### config.mk
export PLATFORM = sky130hd
export DESIGN_NAME = fetch_stage_flat
export DESIGN_NICKNAME = d
export VERILOG_FILES = /design/src/rtl/imem_if.sv /design/src/rtl/fetch_stage.sv /design/src/flat_wrapper.sv
export SDC_FILE = /design/constraint.sdc
export NUM_CORES = 1
export LEC_CHECK = 0
export CELL_PAD_IN_SITES_DETAIL_PLACEMENT = 0
export CELL_PAD_IN_SITES_GLOBAL_PLACEMENT = 1
export CORE_UTILIZATION = 40
export DETAILED_ROUTE_END_ITERATION = 12
export GPL_TIMING_DRIVEN = 0
export PLACE_DENSITY_LB_ADDON = 0.1
export SLEW_MARGIN = 20
export SYNTH_ARGS = -nofsm -noshare
export SYNTH_HDL_FRONTEND = slang
export SYNTH_SLANG_ARGS = --single-unit
### constraint.sdc
create_clock -name clk -period 7.3 [get_ports clk]
set_input_delay 0.73 -clock clk [delete_from_list [all_inputs] [get_ports clk]]
set_output_delay 0.73 -clock clk [all_outputs]
set_load 0.005 [all_outputs]
### src/rtl/imem_if.sv
// Instruction-memory read channel between the fetch stage and memory.
// One outstanding request; the master holds req/addr until valid.
interface imem_if #(
  parameter int ADDR_W = 32
);
  logic              imem_req;
  logic [ADDR_W-1:0] imem_addr;
  logic [31:0]       imem_rdata;
  logic              imem_valid;

  modport master (
    output imem_req, imem_addr,
    input  imem_rdata, imem_valid
  );

  modport slave (
    input  imem_req, imem_addr,
    output imem_rdata, imem_valid
  );
endinterface

### src/rtl/fetch_stage.sv
// Fetch stage: PC, imem request FSM, skid buffer and IF/ID register.
// Redirects squash the IF/ID word, the skid word and any fetch in flight.
module fetch_stage #(
  parameter int              ADDR_W   = 32,
  parameter logic [ADDR_W-1:0] RESET_PC = '0
) (
  input  logic              clk,
  input  logic              rst,
  imem_if.master            imem,
  input  logic              stall,
  input  logic              sel_PC,
  input  logic [ADDR_W-1:0] branch_target,
  output logic              instr_valid,
  output logic [31:0]       instr,
  output logic [ADDR_W-1:0] pc_out,
  output logic [3:0]        cond,
  output logic [1:0]        op,
  output logic [5:0]        funct,
  output logic [3:0]        rn,
  output logic [3:0]        rd,
  output logic [1:0]        sh,
  output logic [3:0]        rm,
  output logic [23:0]       imm24
);

  typedef enum logic [1:0] {
    IDLE,
    FETCH,
    HOLD,
    DROP
  } state_t;

  typedef struct packed {
    logic [31:0]       instr;
    logic [ADDR_W-1:0] pc;
  } if_id_t;

  state_t            state, state_n;
  logic [ADDR_W-1:0] pc, pc_n;
  logic [ADDR_W-1:0] drop_addr, drop_addr_n;
  logic [ADDR_W-1:0] tgt;
  if_id_t            skid, skid_n;
  logic              iv_n;
  logic [31:0]       instr_n;
  logic [ADDR_W-1:0] pc_out_n;
  logic              slot_free;
  logic              unused_tgt_bits;

  assign tgt = {branch_target[ADDR_W-1:2], 2'b00};
  assign unused_tgt_bits = ^branch_target[1:0];
  assign slot_free = !instr_valid || !stall;

  assign imem.imem_req = (state == FETCH) || (state == DROP);
  assign imem.imem_addr = (state == DROP) ? drop_addr : pc;

  always_ff @(posedge clk or posedge rst) begin
    if (rst) begin
      state       <= IDLE;
      pc          <= RESET_PC;
      drop_addr   <= RESET_PC;
      skid        <= '0;
      instr_valid <= 1'b0;
      instr       <= '0;
      pc_out      <= '0;
    end else begin
      state       <= state_n;
      pc          <= pc_n;
      drop_addr   <= drop_addr_n;
      skid        <= skid_n;
      instr_valid <= iv_n;
      instr       <= instr_n;
      pc_out      <= pc_out_n;
    end
  end

  always_comb begin
    state_n     = state;
    pc_n        = pc;
    drop_addr_n = drop_addr;
    skid_n      = skid;
    iv_n        = instr_valid;
    instr_n     = instr;
    pc_out_n    = pc_out;
    unique case (state)
      IDLE: state_n = FETCH;
      FETCH: begin
        if (imem.imem_valid) begin
          pc_n = pc + ADDR_W'(4);
          if (slot_free) begin
            instr_n  = imem.imem_rdata;
            pc_out_n = pc;
            iv_n     = 1'b1;
          end else begin
            skid_n  = '{instr: imem.imem_rdata, pc: pc};
            state_n = HOLD;
          end
        end else if (slot_free) begin
          iv_n = 1'b0;
        end
      end
      HOLD: begin
        if (!stall) begin
          instr_n  = skid.instr;
          pc_out_n = skid.pc;
          iv_n     = 1'b1;
          state_n  = FETCH;
        end
      end
      DROP: begin
        if (imem.imem_valid) state_n = FETCH;
      end
      default: state_n = IDLE;
    endcase
    // Redirect overrides everything decided above
    if (sel_PC) begin
      pc_n     = tgt;
      iv_n     = 1'b0;
      instr_n  = instr;
      pc_out_n = pc_out;
      skid_n   = skid;
      unique case (state)
        IDLE: state_n = FETCH;
        HOLD: state_n = FETCH;
        FETCH: begin
          state_n = imem.imem_valid ? FETCH : DROP;
          if (!imem.imem_valid) drop_addr_n = pc;
        end
        DROP: state_n = imem.imem_valid ? FETCH : DROP;
        default: state_n = IDLE;
      endcase
    end
  end

  assign cond  = instr[31:28];
  assign op    = instr[27:26];
  assign funct = instr[25:20];
  assign rn    = instr[19:16];
  assign rd    = instr[15:12];
  assign sh    = instr[6:5];
  assign rm    = instr[3:0];
  assign imm24 = instr[23:0];

endmodule

### src/flat_wrapper.sv
// flat-port wrapper written by rule: the top's interface ports become plain ports
module fetch_stage_flat 
#(
  parameter int              ADDR_W   = 32,
  parameter logic [ADDR_W-1:0] RESET_PC = '0
)
  (clk, rst, stall, sel_PC, branch_target, instr_valid, instr, pc_out, cond, op, funct, rn, rd, sh, rm, imm24, imem_imem_req, imem_imem_addr, imem_imem_rdata, imem_imem_valid);
  imem_if #(.ADDR_W(ADDR_W)) imem_i ();
  input  logic clk;
  input  logic rst;
  input  logic stall;
  input  logic sel_PC;
  input  logic [ADDR_W-1:0] branch_target;
  output logic instr_valid;
  output logic [31:0] instr;
  output logic [ADDR_W-1:0] pc_out;
  output logic [3:0] cond;
  output logic [1:0] op;
  output logic [5:0] funct;
  output logic [3:0] rn;
  output logic [3:0] rd;
  output logic [1:0] sh;
  output logic [3:0] rm;
  output logic [23:0] imm24;
  output wire logic [$bits(imem_i.imem_req)-1:0] imem_imem_req;
  output wire logic [$bits(imem_i.imem_addr)-1:0] imem_imem_addr;
  input wire logic [$bits(imem_i.imem_rdata)-1:0] imem_imem_rdata;
  input wire logic [$bits(imem_i.imem_valid)-1:0] imem_imem_valid;
  assign imem_imem_req = imem_i.imem_req;
  assign imem_imem_addr = imem_i.imem_addr;
  assign imem_i.imem_rdata = imem_imem_rdata;
  assign imem_i.imem_valid = imem_imem_valid;
  fetch_stage #(.ADDR_W(ADDR_W), .RESET_PC(RESET_PC)) u_core (.clk(clk), .rst(rst), .imem(imem_i), .stall(stall), .sel_PC(sel_PC), .branch_target(branch_target), .instr_valid(instr_valid), .instr(instr), .pc_out(pc_out), .cond(cond), .op(op), .funct(funct), .rn(rn), .rd(rd), .sh(sh), .rm(rm), .imm24(imm24));
endmodule
==> summary.md, run 1 <==
| Metric | Value |
|---|---|
| Status | `finished clean` |
| Nets@finish | `1029` |
| Total Routing Usage GR | `0.193` |
| Hold Fails Final Rpt | `0` |
| Fillers | `1957` |
| Worst slew margin | `0.518` |
| Via count | `6256` |
| Ports | `217` |
| Die Area | `23700 sq um` |
| Leak pwr | `0.00518 uW` |
| Vias per std cell | `4.98` |
| Critical Path RT | `6570 ps` |
| Max-cap violations | `0` |
| Initial antenna violation count | `0` |
| Setup-failing EPs final | `0` |
| Ys Warns | `0` |
| Mapped cell area | `9230 sq um` |
| Netlist cell types | `43` |
| Register area share after synthesis | `0.507` |
| Worst hold slack | `501 ps` |
| R2R depth | `5` |
| WL per Instance | `17.4 um` |
| Post-route clock period utilization | `0.445` |
| WS Path Type | `flip-flop to output pin` |
| Clock latency on the worst-skew pair | `430 ps` |
| Chip width | `154 um` |
| Worst reg2reg setup slack | `5110 ps` |
| Core area | `22600 sq um` |
| Area growth syn-to-layout | `33.6%` |
| Inst Count DP | `1225` |
| PostCTS Resize Cnt | `0` |
| Startpoint Class | `flip-flop` |
| Global-route wire length before repair | `35.4 mm` |
| Num CTS Buffers | `17` |
| Antenna cells | `0` |
| Post-CTS setup buffers | `0` |
| Post-synthesis compound-gate area fraction | `0.0338` |
| Final min period | `3250 ps` |
| Syn avg cell area | `12.7 sq um` |
| PortBufs | `209` |
| Place WS | `4440 ps` |
| Max Buffers Root-to-Sink | `2` |
| Die height | `154 um` |
| Vias in the first global route | `6121` |
| Clock sinks | `187` |
| Global route total overflow | `0` |
| Crit path DAT | `2520 ps` |
| Clock slew at reported path FFs | `70 ps` |
| Htree depth | `4` |
| Crit Path Max Fanout | `10` |
| DR iter-0 viols | `268` |
| Hold endpoint | `u_core.skid[4]` |
| Drt total wl | `21.8 mm` |
| Least-Margin Pin Slew | `723 ps` |
| Layout cells sized above 1 | `0.387` |
| Root Driver | `clkbuf_16` |
| Fin cells | `1257` |
| Critical Path End Type | `output pin` |
| EDFF count, synth | `0` |
| Fraction of the mapped netlist area in adder cells | `0.00136` |
| CTS Hold Buffers Added | `0` |
| Final worst slack | `4050 ps` |
| DR pass1 iterations | `5` |
| Total power per unit cell area | `269 nW/um^2` |
| Number of synthesized register bits | `187` |
| Clock skew | `9.21 ps` |
| Area leader, netlist | `dfrtp_1` |
| DRC | `0` |
| Hold Crit Start | `u_core.skid[4]` |
| Multiplexer share of the synthesized area | `0.298` |
| Fin util | `0.544` |
| Largest cells by area after synthesis | `dfrtp_1, mux2_2, buf_4` |
| Unrepaired setup endpoints after global routing | `false` |
| HPWL after DPL | `15.4 mm` |
| Yosys top cell area share | `0.507` |
| Routability cong. | `0.766` |
| Most common cell in the netlist | `mux2_2` |
| Mapped Cells | `727` |
| Initial Util | `0.407` |
| Xor/xnor share of the synthesized area | `0.0114` |
| Simple-gate share of the synthesized area | `0.0732` |
| FMAX | `0.308 GHz` |
| CTS tree | `done` |
| HP Class | `flip-flop to flip-flop` |
| Commonest cells in the synthesized netlist | `mux2_2, dfrtp_1, buf_4, nand2_1, buf_2` |
| Max-slew violation count | `0` |
| Row count | `55` |
| R2R Path End | `u_core.pc_out[31]` |
| Worst hold stages | `1` |
| Asr flop ratio synth | `1.00` |
| Pin count of the biggest net entering global routing | `97` |
| Largest family of logic cells by synthesized area | `multiplexers` |
| Routed Antenna Nets | `0` |
| Max VDD drop | `0.149 mV` |
| Primary FF master, synth | `dfrtp_1` |
| Reg-to-Reg Start | `u_core.state[1]` |
[how the worst max path moves through the flow]
stage	end	start	slack (ps)	cells past startpoint
floorplan	u_core.drop_addr[10]	rst	1480	1
global placement	u_core.pc_out[17]	rst	-1380	2
detailed placement	u_core.pc_out[19]	stall	4440	6
CTS	imem_imem_addr[30]	u_core.state[0]	4020	5
global route	imem_imem_addr[30]	u_core.state[1]	3930	4
finish	imem_imem_addr[30]	u_core.state[0]	4050	5
[layout by cell type, fill, tap and decap left out, drive strengths merged, types with 10 or more instances in the layout]
master,synthesis,routed
mux2,243,243
clkdlybuf4s50,0,209
dfrtp,187,187
buf,91,92
clkbuf,16,35
nand2,34,34
o21ai,22,22
nand3,15,15
nor2,14,14
nand4,13,13
a31oi,12,12
or4,11,11
inv,5,10
[power by group]
group	switching, uW	internal (uW)
combinational	281	662
sequential	144	1270
clock	428	525
[stage by stage]
stage | TNS, ps | cell area [sq um] | power [uW]
final | 0 | 12300 | 3310
after global placement | -256260 | 11700 | 2370
after global routing | 0 | 12300 | 3500
after CTS | 0 | 12300 | 3360
after detailed placement | 0 | 11700 | 2400
after floorplan | 0 | 9240 | 1870
[layout make-up]
cell class	instances	area [sq um]	share of cell area
sequential	187	4680	0.380
multi-input combinational	431	3870	0.314
timing repair buffer	210	2120	0.172
buffer	107	672	0.0545
clock buffer	19	443	0.0359
tap	285	357	0.0289
clock inverter	13	158	0.0128
inverter	5	26.3	0.00213
[worst max-delay path: stages (launching register included)]
cell and delay (ps):
dfrtp_1 360, buf_4 160, nand2_1 130, clkbuf_1 580
mux2_2 430, clkdlybuf4s50_1 450
[sequential cells by signal (all words and copies together), names as in the netlist]
register,cells
u_core.drop_addr,30
u_core.instr,32
u_core.instr_valid,1
u_core.pc,30
u_core.pc_out,30
u_core.skid,62
u_core.state,2
[logic make-up after synthesis]
family,after synthesis
AOI/OAI and AO/OA,50
buffers and inverters,112
and+or+nand+nor,120
adders and majority gates,1
DFF,187
other,1
xor gates and xnor gates,12
muxes,244
[routing by layer]
layer,part of all wire,GRT usage
met1,0.49,0.283
met3,0.036,0.0372
met5,0,0
met4,0.0039,0.0386
met2,0.47,0.298
No activity file was read; power rests on OpenSTA's default activity.
==> run 2, diff against run 1 <==
Settings changed: CORE_UTILIZATION 40 to 36.
Clock period 7.3 ns to 2.7 ns, I/O delays scaled along.
==> run 2 against run 1 <==
Against the previous run:
- setup slack got worse by 3800 ps
- first-iteration DRC count rose by 9.7%
- register-to-register slack got worse by 4600 ps
- non-clock buffer count rose by 5
- hold slack got worse by 230 ps
- critical path depth did not move
- sequential power rose to 2.7 times the previous value
- combinational power rose to 2.7 times the previous value
- clock power rose to 2.7 times the previous value
- global-route usage fell by 1.3 points
- die area rose by 11%
- critical endpoint is now imem_imem_addr[4]
- largest cell class unchanged
==> summary.md, run 2 (synthesis gave the netlist of run 1 again) <==
| Metric | Value |
|---|---|
| Status | `finished clean` |
| Largest Register | `u_core.skid` |
| Post-CTS setup buffers | `0 (unchanged)` |
| Vias in the first global route | `6238 (+1.9%)` |
| Global route total overflow | `0 (unchanged)` |
| Max-cap violations | `0 (unchanged)` |
| Routability cong. | `0.758 (-1.2%)` |
| Max Buffers Root-to-Sink | `2 (unchanged)` |
| Die height | `162 um (+5.3%)` |
| Row count | `58 (+5.5%)` |
| Clock power frac | `0.286 (-0.002)` |
| Area growth syn-to-layout | `35.2%` |
| Highest routed layer | `met4` |
| Hold Fails Final Rpt | `0 (unchanged)` |
| Unrepaired setup endpoints after global routing | `false` |
| Clock slew at reported path FFs | `80 ps (about the same)` |
| Clock latency on the worst-skew pair | `440 ps (about the same)` |
| Total power per unit cell area | `720 nW/um^2 (+170%)` |
| Layout cells sized above 1 | `0.394 (+0.00723)` |
| Top flop regs | `u_core.skid x62, u_core.instr x32` |
| Worst hold slack | `275 ps (-226 ps)` |
| Startpoint Class | `flip-flop` |
| Pin count of the biggest net entering global routing | `33 (-66%)` |
| Critical Path End Type | `output pin` |
| Initial antenna violation count | `0 (unchanged)` |
| Max stage delay on crit path | `490 ps (-90 ps)` |
| Drt total wl | `22.8 mm (+4.5%)` |
| Die Area | `26300 sq um (+11%)` |
| Worst reg2reg setup slack | `490 ps (-4620 ps)` |
| Comb pwr share | `0.286 (+0.002)` |
| Clock sinks | `187 (unchanged)` |
| Final min period | `2480 ps` |
| Met2 wire length | `11.0 mm (+6.7%)` |
| Cell area after placement | `11900 sq um (+1.2%)` |
| Root Driver | `clkbuf_16` |
| Clock skew | `16.4 ps (+7.24 ps)` |
| Crit Path Max Fanout | `10 (unchanged)` |
| Tot Pwr | `8980 uW (+170%)` |
| Total Routing Usage GR | `0.180 (-0.0134)` |
| Most frequent cells in the layout | `mux2_2, clkdlybuf4s50_1, dfrtp_1` |
| Int Pwr | `6580 uW (+170%)` |
| PortBufs | `209 (unchanged)` |
| Crit path DAT | `2210 ps (-310 ps)` |
| R2R Path End | `u_core.pc_out[31]` |
| HPWL after DPL | `16.5 mm (+6.7%)` |
| HP Class | `primary input to async pin` |
| Core area | `25200 sq um (+11%)` |
| Fin cells | `1307 (+4.0%)` |
| Max-slew violation count | `0 (unchanged)` |
| Antenna cells | `0 (unchanged)` |
| Worst slew margin | `0.555 (+0.0368)` |
| Sw frac | `0.267 (+0.00948)` |
| R2R depth | `5 (unchanged)` |
| Least-Margin Pin Slew | `666 ps (-56.6 ps)` |
| Num CTS Buffers | `17 (unchanged)` |
| Routed Antenna Nets | `0 (unchanged)` |
| Final instance area | `12500 sq um (+1.2%)` |
| WS Path Type | `flip-flop to output pin` |
| CP cell instances | `buf_4 -> nand2_1 -> clkbuf_2 -> mux2_2 -> clkdlybuf4s50_1` |
| Most common cell after layout, fill and taps aside | `mux2_2` |
| Htree depth | `4 (unchanged)` |
| Global-route wire length before repair | `36.1 mm (+1.9%)` |
| Ports | `217 (unchanged)` |
| DRC | `0 (unchanged)` |
| WL per Instance | `17.4 um (+0.46%)` |
| Critical Path RT | `2430 ps (-4140 ps)` |
| Max VDD drop | `0.361 mV (+140%)` |
| Vias per std cell | `4.85 (-2.6%)` |
| Chip width | `162 um (+5.3%)` |
| Final worst slack | `221 ps (-3830 ps)` |
| Buf+Inv Stages, Crit Path | `3 (unchanged)` |
| FMAX | `0.403 GHz` |
| Inst Count DP | `1275 (+4.1%)` |
| Leak pwr | `0.00524 uW (+1.1%)` |
| CTS tree | `done` |
| Flop pwr share | `0.428 (about the same)` |
| Wire length on met1 | `10.9 mm (+1.9%)` |
| Setup-failing EPs final | `0 (unchanged)` |
| Met3 wire len | `751 um (-4.3%)` |
| Via count | `6334 (+1.2%)` |
| DR iter-0 viols | `294 (+9.7%)` |
| DR pass1 iterations | `6 (+1)` |
| P_sw | `2400 uW (+180%)` |
| Post-route clock period utilization | `0.918` |
| Largest register FFs | `62 (unchanged)` |
| Initial Util | `0.366 (-0.0411)` |
| CP delay by family, top | `buffers and inverters` |
| Critical-path top delay cell | `clkdlybuf4s50_1` |
| Reg-to-Reg Start | `u_core.state[1]` |
| Place WS | `318 ps (-4120 ps)` |
| PostCTS Resize Cnt | `3 (+3)` |
| CTS Hold Buffers Added | `0 (unchanged)` |
| Nets@finish | `1034 (+0.49%)` |
run 2: power by group through the flow:
stage / Sequential, uW / Combinational (uW) / Clock, uW
global placement: 3880 / 2560 / 0
global route: 3940 / 2780 / 2760
finish: 3840 / 2570 / 2570
CTS: 3850 / 2610 / 2650
floorplan: 3820 / 1250 / 0
detailed placement: 3900 / 2600 / 0
run 2: how the worst max path moves through the flow:
| stage | startpoint | endpoint | slack, ps | depth (start not counted) |
|---|---|---|---|---|
| 2_1_floorplan | rst | u_core.drop_addr[10] | 20 | 1 |
| 3_3_place_gp | rst | u_core.instr[25] | -1760 | 2 |
| 3_5_place_dp | stall | u_core.pc_out[14] | 320 | 6 |
| 4_1_cts | u_core.state[0] | imem_imem_addr[30] | 160 | 5 |
| 5_1_grt | u_core.state[0] | imem_imem_addr[30] | 110 | 5 |
| 6_report | u_core.state[0] | imem_imem_addr[4] | 220 | 5 |
run 2: final cells by class:
class	instances	area [sq um]
multi-input combinational	431	3870
buffer	107	676
clock inverter	15	175
tap	330	413
timing repair buffer	215	2210
inverter	5	22.5
clock buffer	17	425
fill	2327	12700
sequential	187	4680
run 2: stage by stage:
step	utilization	TNS, ps
global route	0.495	0
finish	0.495	0
detailed placement	0.471	0
floorplan	-	0
CTS	0.495	0
global placement	0.466	-323130
run 2: routing by layer:
metal | track usage | vias to the layer above
met5 | 0 | -
met4 | 0.0463 | 0
met3 | 0.0299 | 12
met2 | 0.284 | 145
met1 | 0.256 | 3169
li1 | - | 3008
run 2: worst reg2reg max path, delay by kind of cell, from the launching register on:
family | cells | cell delay (ps)
buffers and inverters | 2 | 710
and+or+nand+nor | 1 | 280
DFF | 1 | 470
muxes | 2 | 640
==> run 3, diff against run 2 <==
==> constraint.sdc (replaced) <==
create_clock -name clk -period 2.7 [get_ports clk]
set_input_delay 0.27 -clock clk [delete_from_list [all_inputs] [get_ports clk]]
set_output_delay 0.27 -clock clk [all_outputs]
set_load 0.02 [all_outputs]
==> results of run 3 <==
Same layout as run 2 (identical final DEF). Status: finished clean.
Among the figures that moved: setup slack after placement 318 ps -> 263 ps; setup slack after layout 221 ps -> 133 ps; end point of the critical path imem_imem_addr[4] -> imem_imem_addr[30]; total power 8980 uW -> 9590 uW; worst IR drop on VDD 0.361 mV -> 0.370 mV
==> RTL change, RTL diff (flow settings as in run 2) <==
The 4 states of `state_t` get a one-hot encoding in 4 bits.
--- a/src/rtl/fetch_stage.sv
+++ b/src/rtl/fetch_stage.sv
@@ -24,9 +24,9 @@
 );
 
-  typedef enum logic [1:0] {
-    IDLE,
-    FETCH,
-    HOLD,
-    DROP
+  typedef enum logic [3:0] {
+    IDLE  = 4'b0001,
+    FETCH = 4'b0010,
+    HOLD  = 4'b0100,
+    DROP  = 4'b1000
   } state_t;
 
Check against the original RTL: no difference found for any inputs over 4 cycles, from zero or initial values and one cycle with rst high; so few cycles prove little.
==> RTL change against run 2 <==
Count of clock-buffer cells in the layout rose by 1. Cell area rose by 1.7%. Worst setup slack got worse by 0.13 ns. Non-clock buffer count rose by 9. Clock power fell by 5%. Sequential cell count rose by 2. Total power rose by 23%. Routed wire length rose by 1.8%. Worst hold slack got worse by 0.089 ns. Area after synthesis rose by 0.37%.
==> RTL change: results (changes against run 2) <==
- The pin count of the biggest net entering global routing was 32 (-3.0%).
- The count of port buffers added during placement is 210 (+0.48%).
- The power drawn by the clock network came to 2.44 mW (-5%).
- The fraction of met3 tracks used by global routing is 4.56% (+1.6 points).
- The run finished with clean final reports.
- The internal power of the cells is 7.99 mW (+21%).
- The cell area after placement is 11900 µm² (+0.71%).
- The share of post-route cells with drive strength above 1 came to 35.2% (-4.2 points).
- The number of library cell types mapped by synthesis is 44 (+2.3%).
- The number of cells on the worst reg-to-reg path is 7 (+2).
- The clock tree skew after final layout was 0.0125 ns (-0.00390 ns).
- The share of the yosys chip area belonging to registers was 51.1% (+0.37 points).
- The global placement routability congestion is 0.719 (-5.1%).
- By count the netlist is led by sky130_fd_sc_hd__mux2_2, sky130_fd_sc_hd__dfrtp_1, sky130_fd_sc_hd__buf_4, sky130_fd_sc_hd__clkbuf_1, sky130_fd_sc_hd__nand2_1.
- The worst setup slack for register-to-register paths came to 0.1 ns (-0.39 ns).
- The reg-to-reg critical path startpoint is u_core.state[2].
- The first-iteration detailed-routing DRC count was 328 (+12%).
- The power density normalized to cell area is 867 nW/µm² (+20%).
- By area the synthesized netlist is led by sky130_fd_sc_hd__dfrtp_1, sky130_fd_sc_hd__mux2_2, sky130_fd_sc_hd__buf_4.
- The worst hold slack after final layout is 0.186 ns (-0.0886 ns).
- The detail-routed via count per cell is 4.91 (+1.4%).
- The number of antenna violations at the first check in global routing is 1 (+1).
- The share of total power in combinational logic is 37.7% (+9.1 points).
- The met1 demand-to-capacity share in global routing is 25.6% (about the same).
- The met2 usage is 27.9% (-0.51 points).
- The worst path arrival time is 2.33 ns (+0.12 ns).
- The wire length of the first global-routing pass is 37000 µm (+2.5%).
[RTL change: changes by cell type in the layout (fill, tap and decap cells not counted), sizes merged, moves of 10 or more]
cell           run 2  this run
mux2             243       231
buf               97        85
clkbuf            33        54
nor2              14        25
a31oi             12        22
o21ai             22        32
[RTL change: cell type report]
type / instances / area, µm²
fill: 2307 / 12500
sequential: 189 / 4730
multi-input combinational: 454 / 3920
timing repair buffer: 226 / 2350
buffer: 105 / 683
clock buffer: 18 / 439
tap: 330 / 413
clock inverter: 14 / 124
inverter: 8 / 33.8
[RTL change: logic make-up (layout without fill, tap and decap cells)]
group                      Yosys count  count (layout)  share of synthesized area (%)
AOI/OAI and AO/OA                   79              79                           5.23
xor gates and xnor gates             7               7                          0.662
adders and majority gates            1               1                          0.135
buffers and inverters              116             371                           7.18
DFF                                189             189                           51.1
muxes                              232             232                           28.2
other                                1               4                         0.0405
and+or+nand+nor                    131             131                           7.46
[RTL change: routing by layer]
metal / part of all wire (%) / routed length [µm]
met5: 0.056 / 13
met4: 1.1 / 262
met3: 5.7 / 1330
met2: 46 / 10700
met1: 47 / 10900
[RTL change: worst register-to-register path: stages (launching register included)]
cell	delay, ns
sky130_fd_sc_hd__dfrtp_2	0.44
sky130_fd_sc_hd__buf_4	0.15
sky130_fd_sc_hd__or4b_1	0.51
sky130_fd_sc_hd__buf_6	0.16
sky130_fd_sc_hd__or4_1	0.54
sky130_fd_sc_hd__buf_6	0.16
sky130_fd_sc_hd__or4_1	0.39
sky130_fd_sc_hd__a31oi_1	0.17
[RTL change: stage by stage]
stage,setup slack [ns],utilization [%],instances
2_1_floorplan,-0.00366,-,759
3_3_place_gp,-1.82,46.8,1299
3_5_place_dp,-0.590,47.5,1306
4_1_cts,0.00552,50.1,1343
5_1_grt,-0.0291,50.4,1344
6_report,0.0952,50.4,1344
